## src/rtl/weight_pkg.sv

```systemverilog
// rtl/weight_pkg.sv - shared widths, state codes and saturating weight step for the weight scheduler
package weight_pkg;
  localparam int ADDR_W     = 8;
  localparam int WEIGHT_W   = 8;
  localparam int N_WEIGHTS  = 9;
  localparam int N_WAYS     = 4;
  localparam int ROW_W      = 72;
  localparam int HIST_W     = N_WEIGHTS - 1;
  localparam int STARVE_MAX = 4;
  localparam int STARVE_W   = $clog2(STARVE_MAX + 1);

  localparam logic signed [WEIGHT_W-1:0] WMAX = 8'sh7F;
  localparam logic signed [WEIGHT_W-1:0] WMIN = 8'sh80;

  typedef enum logic [1:0] {
    S_IDLE,
    S_T_RD,
    S_T_CALC,
    S_T_WR
  } state_t;

  typedef struct packed {
    logic [ADDR_W-1:0] addr;
    logic [HIST_W-1:0] hist;
    logic              taken;
  } train_req_t;

  // +1/-1 step that sticks at the signed rails instead of wrapping
  function automatic logic [WEIGHT_W-1:0] sat_step(input logic [WEIGHT_W-1:0] w, input logic up);
    if (up) return (w == WMAX) ? w : w + 1'b1;
    return (w == WMIN) ? w : w - 1'b1;
  endfunction
endpackage

```

## src/rtl/weight_update_sched_train_fifo.sv

```systemverilog
// rtl/weight_update_sched_train_fifo.sv - 2-entry training request FIFO
module train_fifo
  import weight_pkg::*;
(
  input  logic       clk,
  input  logic       rst,
  input  logic       push,
  input  train_req_t push_data,
  input  logic       pop,
  output train_req_t head,
  output logic       empty,
  output logic       full
);
  train_req_t mem [2];
  logic       wr_ptr;
  logic       rd_ptr;
  logic [1:0] count;
  logic       do_push;
  logic       do_pop;

  assign empty   = (count == 2'd0);
  assign full    = (count == 2'd2);
  assign do_push = push && !full;
  assign do_pop  = pop && !empty;
  assign head    = mem[rd_ptr];

  always_ff @(posedge clk or negedge rst) begin
    if (!rst) begin
      wr_ptr <= 1'b0;
      rd_ptr <= 1'b0;
      count  <= 2'd0;
      mem[0] <= '0;
      mem[1] <= '0;
    end else begin
      if (do_push) begin
        mem[wr_ptr] <= push_data;
        wr_ptr      <= ~wr_ptr;
      end
      if (do_pop) rd_ptr <= ~rd_ptr;
      case ({do_push, do_pop})
        2'b10:   count <= count + 2'd1;
        2'b01:   count <= count - 2'd1;
        default: count <= count;
      endcase
    end
  end
endmodule

```

## src/rtl/weight_update_sched.sv

```systemverilog
// rtl/weight_update_sched.sv - arbitrates the weight SRAM between prediction lookups and training RMW
module weight_update_sched
  import weight_pkg::*;
(
  input  logic                       clk,
  input  logic                       rst,
  input  logic                       pred_valid,
  output logic                       pred_ready,
  input  logic [N_WAYS*ADDR_W-1:0]   pred_addr,
  output logic                       pred_rsp_valid,
  output logic [N_WAYS*ROW_W-1:0]    pred_weights,
  input  logic                       train_valid,
  output logic                       train_ready,
  input  logic [ADDR_W-1:0]          train_addr,
  input  logic [HIST_W-1:0]          train_hist,
  input  logic                       train_taken,
  output logic                       sram_read_en,
  output logic [N_WAYS*ADDR_W-1:0]   sram_read_addr,
  input  logic [N_WAYS*ROW_W-1:0]    sram_rdata,
  output logic                       sram_write_en,
  output logic [ADDR_W-1:0]          sram_write_addr,
  output logic [ROW_W-1:0]           sram_wdata,
  output logic                       busy
);
  state_t              state, state_nx;
  logic [STARVE_W-1:0] starve_cnt;
  train_req_t          hold_req;
  train_req_t          fifo_head;
  logic                fifo_empty, fifo_full, fifo_pop;
  logic                train_pick, pred_accept;
  logic [ROW_W-1:0]    row_in, new_row;

  assign train_ready     = rst && !fifo_full;
  assign pred_ready      = pred_accept;
  assign pred_weights    = rst ? sram_rdata : '0;
  assign sram_write_addr = sram_write_en ? hold_req.addr : '0;
  assign busy            = !fifo_empty || (state != S_IDLE);
  assign row_in          = sram_rdata[ROW_W-1:0];

  train_fifo u_train_fifo (
    .clk       (clk),
    .rst       (rst),
    .push      (train_valid && train_ready),
    .push_data ({train_addr, train_hist, train_taken}),
    .pop       (fifo_pop),
    .head      (fifo_head),
    .empty     (fifo_empty),
    .full      (fifo_full)
  );

  always_comb begin
    state_nx       = state;
    train_pick     = 1'b0;
    pred_accept    = 1'b0;
    fifo_pop       = 1'b0;
    sram_read_en   = 1'b0;
    sram_read_addr = '0;
    sram_write_en  = 1'b0;
    unique case (state)
      S_IDLE: begin
        train_pick = !fifo_empty && (!pred_valid || starve_cnt == STARVE_W'(STARVE_MAX));
        if (train_pick) begin
          fifo_pop = 1'b1;
          state_nx = S_T_RD;
        end else if (pred_valid && rst) begin
          pred_accept    = 1'b1;
          sram_read_en   = 1'b1;
          sram_read_addr = pred_addr;
        end
      end
      S_T_RD: begin
        // all four ways on one row keeps the other banks from toggling
        sram_read_en   = 1'b1;
        sram_read_addr = {N_WAYS{hold_req.addr}};
        state_nx       = S_T_CALC;
      end
      S_T_CALC: state_nx = S_T_WR;
      S_T_WR: begin
        sram_write_en = 1'b1;
        state_nx      = S_IDLE;
      end
      default: state_nx = S_IDLE;
    endcase
  end

  always_comb begin
    new_row = '0;
    for (int i = 0; i < HIST_W; i++)
      new_row[i*WEIGHT_W +: WEIGHT_W] =
        sat_step(row_in[i*WEIGHT_W +: WEIGHT_W], hold_req.hist[i] == hold_req.taken);
    new_row[HIST_W*WEIGHT_W +: WEIGHT_W] =
      sat_step(row_in[HIST_W*WEIGHT_W +: WEIGHT_W], hold_req.taken);
  end

  always_ff @(posedge clk or negedge rst) begin
    if (!rst) begin
      state          <= S_IDLE;
      starve_cnt     <= '0;
      hold_req       <= '0;
      pred_rsp_valid <= 1'b0;
      sram_wdata     <= '0;
    end else begin
      state          <= state_nx;
      pred_rsp_valid <= pred_accept;
      if (fifo_pop) hold_req <= fifo_head;
      if (train_pick)
        starve_cnt <= '0;
      else if (pred_accept && !fifo_empty && starve_cnt != STARVE_W'(STARVE_MAX))
        starve_cnt <= starve_cnt + 1'b1;
      if (state == S_T_CALC) sram_wdata <= new_row;
    end
  end
endmodule
```

## config.mk

```make
export PLATFORM = sky130hd
export DESIGN_NAME = weight_update_sched
export DESIGN_NICKNAME = d
export VERILOG_FILES = /design/src/rtl/weight_pkg.sv /design/src/rtl/weight_update_sched_train_fifo.sv /design/src/rtl/weight_update_sched.sv
export SDC_FILE = /design/constraint.sdc
export NUM_CORES = 1
export LEC_CHECK = 0
export CORE_AREA = 2 2 291 293
export DETAILED_ROUTE_END_ITERATION = 8
export DIE_AREA = 0 0 293 295
export GPL_TIMING_DRIVEN = 0
export PLACE_DENSITY = 0.46
export SLEW_MARGIN = 20
export SYNTH_ARGS = -nofsm -noshare
export SYNTH_HDL_FRONTEND = slang
export SYNTH_SLANG_ARGS = --single-unit
```

## constraint.sdc

```tcl
create_clock -name clk -period 5.2 [get_ports clk]
set_clock_uncertainty 0.2 [all_clocks]
set_input_delay 0.78 -clock clk [delete_from_list [all_inputs] [get_ports clk]]
set_output_delay 0.78 -clock clk [all_outputs]
set_load 0.05 [all_outputs]
```

==> results.yml, run 1 <==
synth:
  ys_warn_count: 0
  synth-async-reset-ratio_pct: 100
  netlist_area_um2: 11600
  syn_nets: 1796
  synth.distinct_cells: 76
  synth-seq-cells: 133
  yosys.area.top_type: "dfrtp_1"
  synth_ff_type: "dfrtp_1"
  ys_seq_area_share_pct: 28.7
  syn_inst: 1421
  synth_edf_count: 0
  syn_avg_cell_area_um2: 8.17
  synth_area_leaders: "dfrtp_1 29%, and2_1 15%, ha_1 3.7%, mux2_2 3.4%, nor2_1 3.1%"
  synth_top_area_share_pct: 28.7
global_route:
  grt-ovfl-total: 0
  antenna_found_initial: 66
  grt_pass1_wl_um: 128000
  grt_pass1_vias: 14600
  grt_max_degree: 70
  track_usage_pct: 21.5
sta:
  fin_crit_ns: 4.89
  drv_slew: 0
  setup_tns_ns: 0
  setup_ws_ns: 0.312
  slew_headroom_pct: 21.1
  rsz0062_at_grt: "no"
  finalHoldViolations: 0
  worst-slew-pin-transition_ns: 1.18
  fmax_mhz: 205
  setup_viol: 0
  fin_crit_sh_pct: 94.0
detailed_routing:
  dr_wl_met2_um: 46900
  dr.pass1.iters: 5
  drtAntennaViolNets: 0
  wl_per_cell_um: 29.1
  dr_wl_met3_um: 6960
  route.vias.total: 14500
  vias_per_cell: 4.41
  dr.max_layer_used: "met5"
  m1WireLength_um: 37500
  drc: 0
  drtIter0Drc: 821
  drt-total-wl_um: 95600
clock_tree:
  post_cts_buffers: 0
  cts_sinks: 133
  htree_levels: 4
  ctsHoldBuffers: 0
  insertion_delay_ns: 0.46
  cts-root-buf: "clkbuf_16"
  cts_tree: "built"
  path_clk_slew_ns: 0.08
  tritoncts.num_buffers: 17
  clockBufferDepth: 2
worst_setup_path:
  crit_type: "input pin to output pin"
  cp.required_ns: 4.22
  cp_max_fo: 69
  crit_path_top_delay_cell: "clkdlybuf4s50_1"
  crit_chain: "buf_12 > buf_16 > buf_4 > clkbuf_4 > clkbuf_2 > and2_1 > clkdlybuf4s50_1"
  crit_arrival_ns: 3.91
  crit_path_end_kind: "output pin"
  startpoint_type: "input pin"
  slowest_delay_ns: 0.88
run:
  cap_violations: 0
pwr:
  internal_power_mw: 4.44
  p_per_area_nw_per_um2: 467
  p_sw_share_pct: 54.8
  clkPwrFrac_pct: 13.4
  power_switching_mw: 5.39
  ir_worst_vdd_v: 0.000322
  pwr-share-comb_pct: 65.8
  leakage_nw: 8.18
  pwr-share-seq_pct: 20.8
cells_and_area:
  syn2layout_area_growth_pct: 81.1
  final_util_pct: 25.3
  final_area_um2: 21000
  drive_above_1_share_pct: 6.04
  fin_cells: 3288
  nets: 2546
placed_design:
  pre_cts_slack_ns: -0.585
  dp_hpwl_um: 83000
  place_inst: 3232
  place_area_um2: 20300
  gp_routability_congestion: 1.01
  portBuffers: 730
floorplan:
  dieArea_um2: 86400
  die_h_um: 295
  ios: 747
  initial_core_util_pct: 14.0
  die_x_um: 293
  core_area_um2: 83200
  rows: 106
outcome:
  status: "complete, no violations"
hold_path:
  min_path_type: "input pin to asynchronous set/reset pin"
placed cells by master (no fill, tap or decap), drive strengths merged, types with 18 or more instances in the layout:
cell type	n
o21ai	29
mux2	35
nand4	18
a31oi	23
o211ai	30
nand3	28
and2	279
nor2	95
ha	34
nor3	30
dfrtp	133
xor2	33
buf	32
o221ai	18
mux2i	35
clkbuf	108
nand2	87
inv	54
a22o	36
clkdlybuf4s50	707
diode	24
a21oi	67
and3	22
per-stage QoR:
stage | hold WS, ns | power (mW)
2_1_floorplan | 0.261 | 5.80
3_3_place_gp | 0.286 | 8.57
3_5_place_dp | 0.282 | 8.60
4_1_cts | 0.0766 | 9.96
5_1_grt | 0.0126 | 10.3
6_report | 0.0114 | 9.83
cell type report:
cell class,instances,area (µm²)
buffer,121,526
clock inverter,15,188
fill,9014,62100
timing repair buffer,731,7380
tap,1080,1350
inverter,46,173
sequential,133,3330
antenna,24,60.1
multi-input combinational,1121,7600
clock buffer,17,425
worst paths after layout:
check / from / to / slack (ns) / cells past startpoint
hold reg to reg: sram_wdata[9] / sram_wdata[9] / 0.30 / 1
min in group clk: sram_wdata[9] / sram_wdata[9] / 0.30 / 1
setup reg to reg: state[0] / sram_wdata[36] / 1.76 / 6
hold / removal: rst / u_train_fifo.mem[12] / 0.01 / 1
max in group asynchronous: rst / sram_wdata[18] / 3.99 / 2
setup / recovery: rst / pred_weights[89] / 0.31 / 7
kinds of logic (layout without fill, tap and decap cells):
family | Yosys count | after routing | share of synthesized area (%)
AOI/OAI and AO/OA | 301 | 301 | 18.6
muxes | 70 | 70 | 6.41
and+or+nand+nor | 667 | 667 | 33.0
xor gates and xnor gates | 49 | 49 | 3.83
buffers and inverters | 167 | 930 | 5.91
adders and majority gates | 34 | 34 | 3.66
DFF | 133 | 133 | 28.7
other | 0 | 24 | 0
routing by layer:
metal	vias to the layer above	GRT usage [%]
met3	144	6.27
met1	7126	24.8
met4	30	8.24
li1	6596	-
met2	612	37.2
met5	-	0
critical path, delay by kind of cell:
kind / cells / cell delay, ns
and+or+nand+nor: 1 / 0.20
buffers and inverters: 6 / 2.74
registers in the layout, indices dropped and copies added (netlist names):
register / flops
sram_wdata: 72
u_train_fifo.mem: 34
hold_req: 17
starve_cnt: 3
state: 2
u_train_fifo.count: 2
pred_rsp_valid: 1
u_train_fifo.rd_ptr: 1
u_train_fifo.wr_ptr: 1
synth_stat cells, drive strengths merged (8+ instances only):
| cell | number |
|---|---|
| xor2 | 33 |
| a21oi | 67 |
| nor4 | 16 |
| ha | 34 |
| mux2 | 35 |
| o311ai | 8 |
| mux2i | 35 |
| or4 | 12 |
| and2 | 279 |
| and3b | 9 |
| o21a | 9 |
| nand2 | 87 |
| o31ai | 13 |
| buf | 31 |
| or3 | 10 |
| dfrtp | 133 |
| o21ai | 29 |
| and4 | 9 |
| nor3 | 30 |
| nand4 | 18 |
| nand3b | 16 |
| a31oi | 23 |
| o2111ai | 8 |
| xnor2 | 16 |
| nor2 | 95 |
| nand4b | 10 |
| o221ai | 18 |
| clkbuf | 90 |
| nor3b | 9 |
| nand3 | 28 |
| o211ai | 30 |
| a22o | 36 |
| and3 | 22 |
| inv | 46 |
power by group through the flow:
stage	clock [mW]	sequential [mW]	combinational, mW
after floorplan	0	2.81	2.99
after global placement	0	2.06	6.51
after detailed placement	0	2.07	6.52
after CTS	1.36	2.05	6.54
after global routing	1.41	2.11	6.82
final	1.32	2.04	6.47
what timing repair did:
item,in CTS,in global routing
setup endpoints to repair,86,32
pin swaps,0,0
gates resized for setup,12,21
Power figures use the tool's default switching activity.
==> inputs of run 2 (changes only) <==
Settings changed: CTS_CLUSTER_SIZE from default to 8.
==> results of run 2 <==
Same layout as run 1: the final DEF is identical, and so are final timing and power.
